===== src/rtl/sram_ctrl_pkg.sv =====
// Shared types and constants for the SRAM init engine: FSM states, LFSR taps, default seed.
// Pure declarations; no latency or backpressure of its own.
package sram_ctrl_pkg;

   typedef enum logic [2:0] {
      StIdle    = 3'd0,
      StSeed    = 3'd1,
      StWrite   = 3'd2,
      StDone    = 3'd3,
      StWaitLow = 3'd4
   } init_state_e;

   // Fibonacci taps 64,63,61,60 as a bit mask over state bits [63:0]
   localparam logic [63:0] LfsrTaps        = 64'hD800_0000_0000_0000;
   localparam logic [63:0] InitDefaultSeed = 64'h5EED_C0DE_0BAD_F00D;

   function automatic logic [63:0] lfsr_next(input logic [63:0] s);
      return {s[62:0], ^(s & LfsrTaps)};
   endfunction

endpackage


===== src/rtl/sram_init_lfsr.sv =====
// 64-bit Fibonacci LFSR with synchronous seed load (zero seed replaced by DefaultSeed).
// State updates one cycle after load_i/step_i; load_i wins over step_i; no backpressure.
module sram_init_lfsr
   import sram_ctrl_pkg::*;
#(
   parameter logic [63:0] DefaultSeed = InitDefaultSeed
) (
   input  logic        clk_i,
   input  logic        rst_i,
   input  logic        load_i,
   input  logic [63:0] seed_i,
   input  logic        step_i,
   output logic [63:0] state_o
);

   logic [63:0] state_q;

   // An all-zero state would lock up the LFSR, so it is never loaded
   always_ff @(posedge clk_i or posedge rst_i) begin
      if (rst_i) begin
         state_q <= DefaultSeed;
      end else if (load_i) begin
         state_q <= (seed_i == 64'd0) ? DefaultSeed : seed_i;
      end else if (step_i) begin
         state_q <= lfsr_next(state_q);
      end
   end

   assign state_o = state_q;

endmodule


===== src/rtl/sram_init_engine.sv =====
// Writes LFSR data to every SRAM word on request, then pulses init_ack_o once; ack lands Depth+2 cycles after accept with gnt tied high.
// Backpressure: each write is held with stable addr/data until mem_gnt_i; abort_i returns to Idle on the next edge.
module sram_init_engine
   import sram_ctrl_pkg::*;
#(
   parameter int unsigned Depth       = 4096,
   parameter int unsigned Width       = 39,
   parameter int unsigned SeedWidth   = 64,
   parameter logic [63:0] DefaultSeed = InitDefaultSeed,
   localparam int unsigned AddrWidth  = $clog2(Depth)
) (
   input  logic                 clk_i,
   input  logic                 rst_i,
   input  logic                 init_req_i,
   input  logic [SeedWidth-1:0] init_seed_i,
   output logic                 init_ack_o,
   input  logic                 abort_i,
   output logic                 busy_o,
   output logic                 mem_req_o,
   output logic                 mem_we_o,
   output logic [AddrWidth-1:0] mem_addr_o,
   output logic [Width-1:0]     mem_wdata_o,
   input  logic                 mem_gnt_i
);

   if (Width > 64) begin : g_chk_width
      $error("sram_init_engine: Width must be <= 64");
   end
   if (SeedWidth < Width) begin : g_chk_seed_min
      $error("sram_init_engine: SeedWidth must be >= Width");
   end
   if (SeedWidth > 64) begin : g_chk_seed_max
      $error("sram_init_engine: SeedWidth must be <= 64");
   end
   if (Depth < 2) begin : g_chk_depth
      $error("sram_init_engine: Depth must be >= 2");
   end

   localparam logic [AddrWidth-1:0] LastAddr = AddrWidth'(Depth - 1);

   init_state_e          state_q, state_d;
   logic [AddrWidth-1:0] addr_q;
   logic                 addr_clr, addr_inc;
   logic                 lfsr_load, lfsr_step;
   logic [63:0]          lfsr_seed, lfsr_state, seed_ext;
   logic                 unused_lfsr;

   assign seed_ext  = 64'(init_seed_i);
   // Abort reloads the default seed so the LFSR is left in its reset state
   assign lfsr_seed = abort_i ? DefaultSeed : seed_ext;

   always_ff @(posedge clk_i or posedge rst_i) begin
      if (rst_i) begin
         state_q <= StIdle;
      end else begin
         state_q <= state_d;
      end
   end

   always_comb begin
      state_d   = state_q;
      lfsr_load = 1'b0;
      lfsr_step = 1'b0;
      addr_clr  = 1'b0;
      addr_inc  = 1'b0;
      if (abort_i) begin
         state_d   = StIdle;
         lfsr_load = 1'b1;
         addr_clr  = 1'b1;
      end else begin
         unique case (state_q)
            StIdle: begin
               if (init_req_i) begin
                  state_d   = StSeed;
                  lfsr_load = 1'b1;
               end
            end
            StSeed: begin
               addr_clr  = 1'b1;
               lfsr_step = 1'b1;
               state_d   = StWrite;
            end
            StWrite: begin
               if (mem_gnt_i) begin
                  if (addr_q == LastAddr) begin
                     state_d = StDone;
                  end else begin
                     addr_inc  = 1'b1;
                     lfsr_step = 1'b1;
                  end
               end
            end
            StDone: begin
               state_d = StWaitLow;
            end
            StWaitLow: begin
               if (!init_req_i) begin
                  state_d = StIdle;
               end
            end
            default: begin
               state_d = StIdle;
            end
         endcase
      end
   end

   always_ff @(posedge clk_i or posedge rst_i) begin
      if (rst_i) begin
         addr_q <= '0;
      end else if (addr_clr) begin
         addr_q <= '0;
      end else if (addr_inc) begin
         addr_q <= addr_q + AddrWidth'(1);
      end
   end

   sram_init_lfsr #(
      .DefaultSeed (DefaultSeed)
   ) u_lfsr (
      .clk_i   (clk_i),
      .rst_i   (rst_i),
      .load_i  (lfsr_load),
      .seed_i  (lfsr_seed),
      .step_i  (lfsr_step),
      .state_o (lfsr_state)
   );

   assign unused_lfsr = ^lfsr_state;

   // Outputs decode registered state only; data/address are zeroed outside Write
   assign busy_o      = (state_q == StSeed) || (state_q == StWrite);
   assign mem_req_o   = (state_q == StWrite);
   assign mem_we_o    = mem_req_o;
   assign mem_addr_o  = mem_req_o ? addr_q : '0;
   assign mem_wdata_o = mem_req_o ? lfsr_state[Width-1:0] : '0;
   assign init_ack_o  = (state_q == StDone);

endmodule


===== config.mk =====
export PLATFORM = sky130hd
export DESIGN_NAME = sram_init_engine
export DESIGN_NICKNAME = d
export VERILOG_FILES = /design/src/rtl/sram_ctrl_pkg.sv /design/src/rtl/sram_init_lfsr.sv /design/src/rtl/sram_init_engine.sv
export SDC_FILE = /design/constraint.sdc
export NUM_CORES = 1
export LEC_CHECK = 0
export CORE_UTILIZATION = 28
export CTS_BUF_LIST = sky130_fd_sc_hd__clkbuf_2 sky130_fd_sc_hd__clkbuf_4 sky130_fd_sc_hd__clkbuf_8
export DETAILED_ROUTE_END_ITERATION = 16
export PLACE_DENSITY = 0.54
export SETUP_SLACK_MARGIN = 0.2
export SLEW_MARGIN = 10
export SYNTH_ARGS = -nofsm -noshare
export SYNTH_HDL_FRONTEND = slang
export SYNTH_HIERARCHICAL = 1
export SYNTH_SLANG_ARGS = --single-unit
export TNS_END_PERCENT = 100

===== constraint.sdc =====
create_clock -name clk_i -period 5.11 [get_ports clk_i]
set_input_delay 0.7665 -clock clk_i [delete_from_list [all_inputs] [get_ports clk_i]]
set_output_delay 0.7665 -clock clk_i [all_outputs]
set_load 0.005 [all_outputs]

# Word level (Yosys, flattened, before mapping)
# Index checks and enable logic that the tools add are counted.
[word_totals]
reg_bits = 79
word_cells = 45
[classes]
eq_ne = 9
n_addsub = 1
mux = 25
reduce_logical = 7
[ops]
columns = ["op", "n"]
rows = [
  ["64-bit 2-to-1 mux", 4],
  ["64-bit zero test", 1],
  ["64-bit XOR reduction", 1],
  ["39-bit 2-to-1 mux", 1],
  ["12-bit 2-to-1 mux", 3],
  ["3-bit 2-to-1 mux", 5],
  ["3-bit case mux with 5 select lines", 1],
  ["12-bit by 1-bit adder with 12-bit output (second input constant)", 1],
  ["12-bit == test (second input constant)", 1],
  ["1-bit 2-to-1 mux", 10],
  ["3-bit by 2-bit == test with 1-bit output (second input constant)", 2],
  ["3-bit by 2-bit inequality test with 1-bit output (second input constant)", 2],
  ["3-bit inequality test (second input constant)", 2],
  ["4-bit AND reduction", 1],
  ["2-bit nonzero test", 2],
  ["3-bit by 1-bit == test with 1-bit output (second input constant)", 1],
  ["3-bit == test (second input constant)", 1],
  ["3-bit zero test", 1],
  ["1-bit case mux with 2 select lines", 1],
  ["1-bit logical OR", 1],
]

# Longest topological paths before layout
[logic_depth]
ltp_word = 7
mapped_depth = 9

# Modules after synthesis
# The synthesis kept the hierarchy.
[modules_own_cells]
columns = ["mod", "n_inst", "cells_per_inst", "area_per_inst_um2", "seq_area_each_um2"]
rows = [
  ["sram_init_lfsr", 1, 268, 3211.8, 1644.1],
  ["sram_init_engine", 1, 225, 1661.6, 375.4],
]

# Least setup slack after synthesis
# Ideal clock, no wire load.
[synth_path]
kind = "input port to flip-flop"
startpoint = "input abort_i"
endpoint = "register u_lfsr.state_q[48] (netlist: u_lfsr/state_o[48])"
t_required_ns = 5.052
setup_time_ns = 0.058
arrival_time_ns = 2.663
slack_ns = 2.388
cell_stages = 8
cell_sequence = "clkbuf_1 clkbuf_1 or2_2 nor4_1 nand4_1 o41ai_4 buf_6 o22a_2"
[synth_between]
elab_chain_len = 4
elab_cells_between_ends = 7
classes_between = "mux: 5; reduce/logical: 2"
[synth_rtl]
columns = ["element", "line", "rtl"]
rows = [
  ["start: declaration", "sram_init_engine.sv:17", "input logic abort_i,"],
  ["64-bit 2-to-1 mux", "sram_init_engine.sv:50", "assign lfsr_seed = abort_i ? DefaultSeed : seed_ext;"],
  ["via lfsr_seed[62]", "sram_init_engine.sv:45", "logic [63:0] lfsr_seed, lfsr_state, seed_ext;"],
  ["64-bit zero test", "sram_init_lfsr.sv:23", "state_q <= (seed_i == 64'd0) ? DefaultSeed : seed_i;"],
  ["64-bit 2-to-1 mux", "sram_init_lfsr.sv:23", ""],
  ["64-bit 2-to-1 mux", "sram_init_lfsr.sv:22", "end else if (load_i) begin"],
  ["end signal: assignment", "sram_init_lfsr.sv:21", "state_q <= DefaultSeed;"],
  ["end signal: assignment", "sram_init_lfsr.sv:23", ""],
  ["end signal: assignment", "sram_init_lfsr.sv:25", "state_q <= lfsr_next(state_q);"],
  ["end: declaration", "sram_init_lfsr.sv:16", "logic [63:0] state_q;"],
]
# The timed path passes the listed nets, and every way through them passes these cells.
# A chain may end at the register's enable or synchronous reset.

# Worst setup path in the final report
[layout_path]
startpoint = "register state_q[2]"
endpoint = "output mem_wdata_o[38]"
[layout_between]
elab_chain_len = 2
[layout_rtl]
columns = ["element", "line", "rtl"]
rows = [
  ["start: declaration", "sram_init_engine.sv:41", "init_state_e state_q, state_d;"],
  ["start signal: assignment", "sram_init_engine.sv:54", "state_q <= StIdle;"],
  ["start signal: assignment", "sram_init_engine.sv:56", "state_q <= state_d;"],
  ["3-bit by 2-bit == test with 1-bit output", "sram_init_engine.sv:133", "assign mem_req_o = (state_q == StWrite);"],
  ["39-bit 2-to-1 mux", "sram_init_engine.sv:136", "assign mem_wdata_o = mem_req_o ? lfsr_state[Width-1:0] : '0;"],
  ["end: declaration", "sram_init_engine.sv:22", "output logic [Width-1:0] mem_wdata_o,"],
]
# Every way passes these cells.

==> impl_metrics.py <==
metrics = {
    "outcome": {
        "status": "finished clean",
    },
    "timing": {
        "setup_viol": 0,
        "rsz0062_at_grt": "false",
        "holdWs_ps": 534,
        "maxSlewViolCount": 0,
        "max_freq_ghz": 0.303,
        "fin_skew_ps": 8.65,
        "hold_viol_final": 0,
        "fin_setup_tns_ps": 0,
        "fin_crit_sh": 0.647,
        "period_needed_ps": 3300,
        "worst_pin_slew_ps": 973,
        "slew_headroom": 0.351,
        "setup_ws_ps": 1810,
    },
    "power_and_ir_drop": {
        "p_seq_frac": 0.478,
        "pwr_density_cell_nw_per_um2": 243,
        "internal-power_uw": 1130,
        "p_sw_uw": 438,
        "pwr-share-comb": 0.249,
        "ir_drop_mv": 0.115,
        "switching_share": 0.280,
        "p_clk_frac": 0.272,
        "p_leak_uw": 0.00249,
    },
    "synth": {
        "async_reset_ff_frac": 1.00,
        "synthFlopType": "dfrtp_1",
        "synth_seq_area_share": 0.414,
        "synth.top_cell.area_share": 0.231,
        "synth.yosys.warnings": 6,
        "synth-seq-cells": 79,
        "synth.avg_cell_area_um2": 9.89,
        "yosysTopAreaCell": "dfrtp_1",
        "synthTopCellsByCount": "52 x and3_1, 45 x dfrtp_1, 35 x o21ai_0, 35 x or2_2, 34 x dfstp_2",
        "synth.area.top_cells": "dfrtp_1 23%, dfstp_2 18%, mux2_2 7.6%, and3_1 6.7%, o22a_2 6.6%",
        "yosysMostFrequentCell": "and3_1",
        "synth_edf_count": 0,
        "syn_nets": 563,
        "yosys.cell_types.count": 40,
        "syn_area_um2": 4870,
        "syn_inst": 493,
    },
    "layout": {
        "areaGrowthSynthToFinish_pct": 31.8,
        "fillers": 1686,
        "nets": 663,
        "diodes": 0,
        "fin_util": 0.383,
        "drive_above_1_share": 0.278,
    },
    "worst_hold_path": {
        "min_path_type": "reg -> reg",
    },
    "setup_path": {
        "path_cells": "nor2_2 -> buf_4 -> and3_1 -> clkdlybuf4s50_1",
        "slowest_stage": "nor2_2",
        "crit_family": "buffers and inverters",
        "crit_start": "state_q[2]$_DFFE_PP0P_",
        "worst-path-stages": 4,
        "cp-start-kind": "flop",
        "crit_arrival_ps": 2540,
        "setup.worst_path.end": "mem_wdata_o[38]",
        "required_ps": 4340,
        "end_kind": "output port",
        "r2r_setup_slack_ps": 2140,
        "path_class": "reg -> out",
        "r2r-end": "u_lfsr/state_o[50]$_DFFE_PP1P_",
        "cpPeakStageDelay_ps": 530,
        "r2r_cells": 7,
        "cp_num_buf_inv": 2,
        "r2r_start": "addr_q[0]$_DFFE_PP0P_",
        "crit_fanout": 33,
    },
    "place": {
        "finalWeightedCongestion": 0.808,
        "io_buffers": 123,
        "place_ws_ps": 1590,
        "dp_hpwl_mm": 10.1,
    },
    "global_route": {
        "grt_pass1_wl_mm": 22.1,
        "antenna_found_initial": 0,
        "grt_use_total": 0.158,
        "grt_max_degree": 94,
        "grt_pass1_vias": 4151,
        "gr-total-overflow": 0,
    },
    "clock_tree": {
        "cts.clk_slew.worst_paths_ps": 80,
        "cts_resized": 0,
        "post_cts_buffers": 0,
        "root_buffer": "clkbuf_8",
        "cts_tree": "yes",
        "clk_path_buf_depth": 2,
        "numCtsBuffers": 9,
        "clk_latency_ps": 350,
        "cts.sinks": 79,
        "postCtsHoldBufs": 0,
        "h-tree-depth": 3,
    },
    "floorplan": {
        "rows": 47,
        "initial_core_util": 0.291,
        "dieWidth_um": 134,
        "die_height_um": 134,
        "ios": 124,
        "core_region_area_um2": 16800,
        "die_area_um2": 17900,
    },
    "route": {
        "postRouteAntennaNets": 0,
        "drt-initial-drc-count": 271,
        "via_count": 4046,
        "wl_mm": 14.0,
        "drcViolationCount": 0,
        "viasPerCell": 4.95,
        "dr.pass1.iters": 4,
        "wl_per_cell_um": 17.2,
    },
    "job": {
        "cap_viol_max_count": 0,
    },
}
==> layer usage <==
layer,global-route usage,up-vias,wire (um)
met4,0.0423,0,136
met2,0.256,111,6450
met3,0.0231,9,635
li1,-,1985,-
met1,0.218,1941,6800
met5,0,-,0
==> worst min path at each step <==
stage	depth (start not counted)	slack, ps	startpoint	endpoint
final	1	530	addr_q[11]$_DFFE_PP0P_	addr_q[11]$_DFFE_PP0P_
after global routing	1	590	addr_q[11]$_DFFE_PP0P_	addr_q[11]$_DFFE_PP0P_
after CTS	1	530	addr_q[11]$_DFFE_PP0P_	addr_q[11]$_DFFE_PP0P_
after detailed placement	1	510	addr_q[11]$_DFFE_PP0P_	addr_q[11]$_DFFE_PP0P_
after global placement	1	500	addr_q[11]$_DFFE_PP0P_	addr_q[11]$_DFFE_PP0P_
after floorplan	1	470	addr_q[11]$_DFFE_PP0P_	addr_q[11]$_DFFE_PP0P_
==> area by class of cell <==
type	count	area [um^2]	area share
flip-flops and latches	79	2020	0.314
multi-input cells	368	2660	0.413
inverters	4	15.0	0.00234
clock buffers	14	168	0.0261
repair buffers	131	1290	0.200
clock inverters	1	5.00	0.000779
well taps	220	275	0.0428
==> stage by stage <==
step                      area (um^2)  std cells  total power, uW
after global placement           6250        802             1140
after floorplan                  4870        493              989
after global routing             6420        817             1650
after CTS                        6420        817             1590
after detailed placement         6250        802             1150
final                            6420        817             1560
==> flip-flops by register name, summed over array words and instances, names as in the netlist <==
name,count
addr_q,12
state_q,3
u_lfsr/state_o,64
==> power by group through the flow <==
stage          registers, uW  clock network (uW)  logic, uW
5_1_grt                  756                 469        425
3_3_place_gp             757                   0        386
2_1_floorplan            740                   0        249
6_report                 748                 426        390
3_5_place_dp             760                   0        393
4_1_cts                  748                 443        395
==> worst register-to-register path, stage by stage, from the launching register on <==
cell	delay [ps]
dfrtp_1	460
ha_1	260
nand3_1	220
o31ai_1	780
a21oi_4	90
buf_4	410
mux2_2	480
o22a_2	200
==> logic make-up (layout without fill, tap and decap cells) <==
family / after synthesis / after routing / synth area share
multiplexers: 63 / 63 / 0.138
adder cells (fa/ha/maj): 1 / 1 / 0.00257
AO/OA/AOI/OAI: 87 / 87 / 0.135
AND/OR/NAND/NOR: 209 / 209 / 0.253
buffers and inverters: 46 / 150 / 0.0436
XOR/XNOR: 8 / 8 / 0.0144
flip-flops: 79 / 79 / 0.414
==> cells in the final DEF, fill, tap and decap left out, types with 3 or more instances in the layout <==
cell / n
clkdlybuf4s50_1: 122
and3_1: 52
dfrtp_1: 45
or2_2: 35
o21ai_0: 35
dfstp_2: 34
mux2_2: 33
nand2_1: 32
o22a_2: 32
nor2b_1: 31
mux2i_1: 30
nor4_1: 18
nor2_1: 10
clkbuf_8: 10
buf_4: 8
nand4_1: 7
nand3_1: 6
a21oi_1: 5
or3_1: 5
xnor2_1: 4
xor2_1: 4
clkbuf_4: 4
nor3_1: 3
o211ai_1: 3
inv_1: 3
(Power assumes the default switching activity.)
